### config.mk
export PLATFORM = sky130hd
export DESIGN_NAME = ysyx_22041461_lsu
export DESIGN_NICKNAME = d
export VERILOG_FILES = /design/src/rtl/ysyx_22041461_lsu.sv
export SDC_FILE = /design/constraint.sdc
export NUM_CORES = 1
export LEC_CHECK = 0
export CORE_ASPECT_RATIO = 0.8
export CORE_MARGIN = 2
export CORE_UTILIZATION = 45
export CTS_CLUSTER_DIAMETER = 40
export CTS_CLUSTER_SIZE = 12
export DETAILED_ROUTE_END_ITERATION = 16
export GPL_ROUTABILITY_DRIVEN = 0
export HOLD_SLACK_MARGIN = 0.03
export MAX_ROUTING_LAYER = met4
export PLACE_DENSITY = 0.82
export SYNTH_ARGS = -nofsm -noshare
export SYNTH_HDL_FRONTEND = slang
export SYNTH_SLANG_ARGS = --single-unit
### constraint.sdc
create_clock -name clk -period 10.65 [get_ports clk]
set_input_delay 2.13 -clock clk [delete_from_list [all_inputs] [get_ports clk]]
set_output_delay 2.13 -clock clk [all_outputs]
set_load 0.05 [all_outputs]
### src/rtl/ysyx_22041461_lsu.sv
// Load/store unit: takes one memory operation at a time, checks alignment, drives
// the DCACHE handshake and returns a single-cycle writeback result.
module ysyx_22041461_lsu #(
    parameter int TIMEOUT = 256
) (
    input  logic        clk,
    input  logic        rst,
    input  logic        lsu_valid,
    output logic        lsu_ready,
    input  logic        lsu_wen,
    input  logic [2:0]  lsu_op,
    input  logic [63:0] lsu_addr,
    input  logic [63:0] lsu_wdata,
    input  logic [4:0]  lsu_rd,
    output logic        DCACHE_valid,
    output logic [63:0] DCACHE_addr,
    output logic [63:0] DCACHE_wdata,
    output logic [7:0]  DCACHE_mask,
    output logic        DCACHE_wen,
    input  logic        DCACHE_valid_out,
    input  logic [63:0] DCACHE_rdata,
    output logic        wb_valid,
    output logic [63:0] wb_data,
    output logic [4:0]  wb_rd,
    output logic        wb_misalign,
    output logic        wb_timeout
);
    localparam int CNT_W = $clog2(TIMEOUT);

    typedef enum logic [1:0] {IDLE, REQ, RESP} state_t;

    state_t      state, state_nxt;
    logic [63:0] addr_q, wdata_q, rdata_q;
    logic [2:0]  op_q;
    logic [7:0]  mask_q;
    logic        wen_q, mis_q, to_q;
    logic [4:0]  rd_q;
    logic [CNT_W-1:0] cnt_q;
    logic        accept, misaligned;

    function automatic logic is_misaligned(input logic [1:0] size, input logic [2:0] a);
        case (size)
            2'b01:   return a[0];
            2'b10:   return |a[1:0];
            2'b11:   return |a[2:0];
            default: return 1'b0;
        endcase
    endfunction

    function automatic logic [7:0] size_mask(input logic [1:0] size);
        case (size)
            2'b00:   return 8'h01;
            2'b01:   return 8'h03;
            2'b10:   return 8'h0F;
            default: return 8'hFF;
        endcase
    endfunction

    // Shift the selected bytes down, then sign- or zero-extend by funct3.
    function automatic logic [63:0] extract(input logic [63:0] rdata, input logic [2:0] a,
                                            input logic [2:0] op);
        logic        [63:0] sh;
        logic signed [63:0] sx;
        sh = rdata >> {a, 3'b000};
        case (op)
            3'b000:  sx = 64'(signed'(sh[7:0]));
            3'b001:  sx = 64'(signed'(sh[15:0]));
            3'b010:  sx = 64'(signed'(sh[31:0]));
            3'b100:  sx = {56'd0, sh[7:0]};
            3'b101:  sx = {48'd0, sh[15:0]};
            3'b110:  sx = {32'd0, sh[31:0]};
            default: sx = sh;
        endcase
        return sx;
    endfunction

    assign accept     = (state == IDLE) && lsu_valid;
    assign misaligned = is_misaligned(lsu_op[1:0], lsu_addr[2:0]);

    always_comb begin
        state_nxt = state;
        case (state)
            IDLE: if (accept) state_nxt = misaligned ? RESP : REQ;
            REQ:  if (DCACHE_valid_out || (cnt_q == CNT_W'(TIMEOUT - 1))) state_nxt = RESP;
            RESP: state_nxt = IDLE;
            default: state_nxt = IDLE;
        endcase
    end

    always_ff @(posedge clk or posedge rst) begin
        if (rst) begin
            state   <= IDLE;
            addr_q  <= '0;
            wdata_q <= '0;
            rdata_q <= '0;
            op_q    <= '0;
            mask_q  <= '0;
            wen_q   <= 1'b0;
            rd_q    <= '0;
            mis_q   <= 1'b0;
            to_q    <= 1'b0;
            cnt_q   <= '0;
        end else begin
            state <= state_nxt;
            case (state)
                IDLE: if (accept) begin
                    addr_q  <= lsu_addr;
                    wdata_q <= lsu_wdata;
                    op_q    <= lsu_op;
                    wen_q   <= lsu_wen;
                    rd_q    <= lsu_rd;
                    mis_q   <= misaligned;
                    mask_q  <= misaligned ? 8'h00 : size_mask(lsu_op[1:0]);
                    rdata_q <= '0;
                end
                REQ: begin
                    if (DCACHE_valid_out) begin
                        rdata_q <= DCACHE_rdata;
                    end else if (cnt_q == CNT_W'(TIMEOUT - 1)) begin
                        to_q <= 1'b1;
                    end else begin
                        cnt_q <= cnt_q + CNT_W'(1);
                    end
                end
                RESP: begin
                    mis_q <= 1'b0;
                    to_q  <= 1'b0;
                    cnt_q <= '0;
                end
                default: ;
            endcase
        end
    end

    assign lsu_ready    = (state == IDLE);
    assign DCACHE_valid = (state == REQ);
    assign DCACHE_addr  = addr_q;
    assign DCACHE_wdata = wdata_q;
    assign DCACHE_mask  = mask_q;
    assign DCACHE_wen   = wen_q;
    assign wb_valid     = (state == RESP);
    assign wb_rd        = rd_q;
    assign wb_misalign  = wb_valid && mis_q;
    assign wb_timeout   = wb_valid && to_q;
    // Only a successful load returns data; stores and errors report zero.
    assign wb_data      = (wb_valid && !wen_q && !mis_q && !to_q) ?
                          extract(rdata_q, addr_q[2:0], op_q) : 64'd0;
endmodule

==> metrics.txt <==
# TYPE chip_impl_metric gauge
chip_impl_metric{name="worst_ep_arrival_time",unit="ps"} 4260
chip_impl_metric{name="achievable-frequency",unit="MHz"} 156
chip_impl_metric{name="syn-num-nets",unit=""} 1212
chip_impl_metric{name="worstSkewPairLatency",unit="ps"} 530
chip_impl_info{name="end_of_the_worst_register_to_register_path",value="rdata_q[40]$_DFFE_PP0P_"} 1
chip_impl_metric{name="synth.lib_cells_used.distinct",unit=""} 51
chip_impl_metric{name="synth_edf_count",unit=""} 0
chip_impl_metric{name="postCtsSetupRepairBufs",unit=""} 0
chip_impl_metric{name="maxSlewHeadroom",unit="%"} 24.2
chip_impl_metric{name="avgSynthCellArea",unit="um2"} 10.9
chip_impl_metric{name="synth-simple-area-share",unit="%"} 11.8
chip_impl_metric{name="antenna_nets_post_route",unit=""} 0
chip_impl_metric{name="worst_ep_required_time",unit="ps"} 8520
chip_impl_metric{name="synth_compound_gate_area_share",unit="%"} 13.0
chip_impl_metric{name="dieWidth",unit="um"} 178
chip_impl_metric{name="floorplan.io_pins",unit=""} 416
chip_impl_metric{name="die_h",unit="um"} 143
chip_impl_metric{name="ys_ff_latch",unit=""} 217
chip_impl_info{name="path_cells",value="nor2_1 -> o2bb2ai_2 -> nor4_1 -> a211oi_4 -> buf_4 -> a21oi_1 -> clkdlybuf4s50_1"} 1
chip_impl_metric{name="synthAdderAreaFrac",unit="%"} 0.458
chip_impl_metric{name="std_cell_rows",unit=""} 50
chip_impl_info{name="yosys_most_used_dff",value="sky130_fd_sc_hd__dfrtp_1"} 1
chip_impl_info{name="crit_path_top_delay_cell",value="sky130_fd_sc_hd__dfrtp_2"} 1
chip_impl_info{name="regToRegStartpoint",value="state[1]$_DFFE_PP0P_"} 1
chip_impl_metric{name="grt_pass1_wl",unit="um"} 54100
chip_impl_metric{name="post_drt_via_cell_ratio",unit=""} 5.45
chip_impl_info{name="worst_hold_path_type",value="register to register"} 1
chip_impl_metric{name="cp_slowest_stage_delay",unit="ps"} 1090
chip_impl_metric{name="post_layout_nonfiller_instances",unit=""} 1712
chip_impl_info{name="cts_root_buf",value="sky130_fd_sc_hd__clkbuf_16"} 1
chip_impl_info{name="critical-path-top-delay-family",value="buffers and inverters"} 1
chip_impl_metric{name="area.growth.synth_to_final",unit="%"} 47.9
chip_impl_metric{name="dp_hpwl",unit="um"} 26900
chip_impl_metric{name="cts_made_buffers",unit=""} 29
chip_impl_metric{name="synth_xor_area_share",unit="%"} 0
chip_impl_info{name="crit_end_element",value="output pin"} 1
chip_impl_info{name="status",value="finished, final reports clean"} 1
chip_impl_metric{name="number_of_optimization_iterations_in_the_first_detailed_route_pass",unit=""} 5
chip_impl_metric{name="final-setup-viol-count",unit=""} 0
chip_impl_metric{name="synth_warnings",unit=""} 0
chip_impl_metric{name="globalRouteOverflowTotal",unit=""} 0
chip_impl_metric{name="dieArea",unit="um2"} 25500
chip_impl_metric{name="design_area_final",unit="um2"} 16200
chip_impl_metric{name="cts_max_path_buffers",unit=""} 3
chip_impl_metric{name="fin_nets",unit=""} 1585
chip_impl_metric{name="hold_viol",unit=""} 0
chip_impl_metric{name="ys_seq_area_share",unit="%"} 49.7
chip_impl_metric{name="grt_pass1_vias",unit=""} 9272
chip_impl_metric{name="totalWireLength",unit="um"} 36100
chip_impl_metric{name="r2r_cell_count",unit=""} 8
chip_impl_metric{name="core_region_area",unit="um2"} 23600
chip_impl_metric{name="hold_path_depth",unit=""} 2
chip_impl_metric{name="clk_transition_reported_paths",unit="ps"} 60
chip_impl_metric{name="grt.total_usage",unit="%"} 28.8
chip_impl_metric{name="drv.max_cap_violation_count",unit=""} 0
chip_impl_metric{name="ctsHoldBuffers",unit=""} 0
chip_impl_metric{name="layout-drive-gt1-share",unit="%"} 19.3
chip_impl_metric{name="clock_sinks",unit=""} 217
chip_impl_info{name="cts_tree",value="done"} 1
chip_impl_metric{name="total_leakage_power",unit="nW"} 6.48
chip_impl_metric{name="route.detailed.drc",unit=""} 0
chip_impl_metric{name="timing.critical_path.fanout_max",unit=""} 64
chip_impl_metric{name="timing.final.crit_period",unit="ps"} 6390
chip_impl_metric{name="power_density",unit="nW/um2"} 340
chip_impl_metric{name="post-route-period-util",unit="%"} 60.0
chip_impl_metric{name="via_count",unit=""} 9332
chip_impl_metric{name="finalSetupTns",unit="ps"} 0
chip_impl_metric{name="final.setup_skew",unit="ps"} 9.76
chip_impl_metric{name="crit_buf_inv",unit=""} 2
chip_impl_metric{name="detail_route.iter0.violations",unit=""} 726
chip_impl_info{name="combinational_family_with_the_most_area_after_synthesis",value="multiplexers"} 1
chip_impl_info{name="grt_setup_unrepaired",value="no"} 1
chip_impl_metric{name="synth-async-reset-ratio",unit="%"} 100
chip_impl_metric{name="dpl.cell_count",unit=""} 1657
chip_impl_metric{name="pin_slew_with_the_least_headroom_to_its_limit",unit="ps"} 1140
chip_impl_metric{name="initial_utilization",unit="%"} 46.2
chip_impl_info{name="critical_path_class",value="register to output pin"} 1
chip_impl_metric{name="cts-resized-gates",unit=""} 0
chip_impl_metric{name="routed_wire_length_per_instance",unit="um"} 21.1
chip_impl_metric{name="vdd_ir_drop_max",unit="mV"} 0.259
chip_impl_info{name="hold_crit_start",value="DCACHE_mask[1]$_DFFE_PP0P_"} 1
chip_impl_info{name="worstHoldEndpoint",value="DCACHE_mask[1]$_DFFE_PP0P_"} 1
chip_impl_metric{name="postPlaceCellArea",unit="um2"} 15200
chip_impl_metric{name="netlist_instances",unit=""} 1003
chip_impl_metric{name="grt_max_degree",unit=""} 114
chip_impl_metric{name="regToRegSetupSlack",unit="ps"} 7650
chip_impl_metric{name="synthMuxAreaShare",unit="%"} 21.1
chip_impl_metric{name="synth_area",unit="um2"} 10900
chip_impl_metric{name="timing.final.max_slew_violations",unit=""} 0
chip_impl_metric{name="htreeDepth",unit=""} 1
chip_impl_info{name="worst_setup_sp_type",value="register"} 1
chip_impl_metric{name="numPortBuffers",unit=""} 415
chip_impl_metric{name="worst_path_depth",unit=""} 7
chip_impl_metric{name="grt_antenna_before_repair",unit=""} 3
synth_stat cells, drive strengths merged (2+ instances only):
library cell,count,area share [%]
and3,10,0.57
ha,4,0.46
o31ai,4,0.27
buf,36,2.1
o32ai,7,0.56
nor3,5,0.38
mux2i,33,3.0
inv,9,0.33
o21ai,87,4.0
o2bb2ai,9,0.78
o22ai,2,0.24
a211oi,24,1.7
nand3,6,0.27
a31oi,4,0.23
and2,3,0.17
o211ai,2,0.14
mux4,14,2.9
and4,2,0.16
nand2b,29,1.7
nor2,50,2.0
nor4,2,0.17
mux2,147,15
a21oi,60,3.5
clkbuf,47,1.6
dfrtp,217,50
nor2b,18,1.0
o21a,9,0.62
nand2,153,5.3
cell type report:
| cell class | instances | area [um2] |
|---|---|---|
| Timing Repair Buffer | 425 | 4230 |
| Inverter | 9 | 43.8 |
| Clock buffer | 36 | 792 |
| Sequential cell | 217 | 5430 |
| Multi-Input combinational cell | 694 | 5070 |
| Antenna cell | 3 | 7.51 |
| Clock inverter | 16 | 191 |
| Tap cell | 312 | 390 |
| Fill cell | 1776 | 7490 |
per-layer routing:
layer	global-route usage [%]	part of all wire [%]	vias to the layer above
met2	42.5	45	473
met4	9.50	3.5	0
li1	-	-	4271
met3	10.2	11	88
met5	-	0	-
met1	37.1	41	4500
state kept, by name, indices dropped and copies added, names as in the netlist:
name	cells
DCACHE_addr	64
DCACHE_mask	4
DCACHE_wdata	64
DCACHE_wen	1
cnt_q	8
mis_q	1
op_q	3
rdata_q	64
state	2
to_q	1
wb_rd	5
placed cells by master (no fill, tap or decap), types with 8 or more instances in the layout:
cell	n
sky130_fd_sc_hd__a211oi_1	23
sky130_fd_sc_hd__a21oi_1	39
sky130_fd_sc_hd__a21oi_2	21
sky130_fd_sc_hd__and3_1	10
sky130_fd_sc_hd__buf_4	10
sky130_fd_sc_hd__clkbuf_16	29
sky130_fd_sc_hd__clkdlybuf4s50_1	415
sky130_fd_sc_hd__dfrtp_1	214
sky130_fd_sc_hd__mux2_2	146
sky130_fd_sc_hd__mux2i_1	33
sky130_fd_sc_hd__mux4_2	14
sky130_fd_sc_hd__nand2_1	152
sky130_fd_sc_hd__nand2b_1	29
sky130_fd_sc_hd__nor2_1	39
sky130_fd_sc_hd__nor2_2	11
sky130_fd_sc_hd__nor2b_1	18
sky130_fd_sc_hd__o21a_1	9
sky130_fd_sc_hd__o21ai_0	87
sky130_fd_sc_hd__o2bb2ai_1	8
worst max-delay path by stage:
stage | slack (ps) | endpoint | start
after CTS | 4270 | wb_data[32] | DCACHE_addr[2]$_DFFE_PP0P_
after floorplan | 2580 | DCACHE_addr[0]$_DFFE_PP0P_ | rst
final | 4260 | wb_data[32] | DCACHE_addr[2]$_DFFE_PP0P_
after global placement | 4960 | wb_data[32] | DCACHE_addr[2]$_DFFE_PP0P_
after detailed placement | 4840 | wb_data[32] | DCACHE_addr[2]$_DFFE_PP0P_
after global routing | 4000 | wb_data[32] | DCACHE_addr[2]$_DFFE_PP0P_
stage by stage:
step                      hold WS, ps  total power, mW  utilization, %  setup slack [ps]
after floorplan                   445             3.50               -              2580
after global placement            466             4.44            64.1              4960
after detailed placement          473             4.50            64.1              4840
after CTS                         486             5.50            68.3              4270
after global routing              510             5.74            68.3              4000
final                             479             5.50            68.3              4260
kinds of logic (layout without fill, tap and decap cells):
kind of cell | count (synthesis) | in the layout
and+or+nand+nor | 279 | 279
AOI/OAI and AO/OA | 217 | 217
DFF | 217 | 217
muxes | 194 | 194
buffers and inverters | 92 | 486
adders and majority gates | 4 | 4
other | 0 | 3
worst reg2reg max path, delay by kind of cell (launching register included):
kind / cells / cell delay (ps)
buf+inv: 4 / 1590
compound gates: 2 / 490
flops: 1 / 400
simple gates: 1 / 190
fa+ha+maj: 1 / 160
where the power goes:
part           switching [mW]  leakage [nW]  internal (mW)
Combinational            1.96          3.30           1.09
Sequential              0.294          2.70           1.17
Clock                   0.374         0.482          0.603
Total                    2.63          6.48           2.87
(Power assumes the default switching activity.)
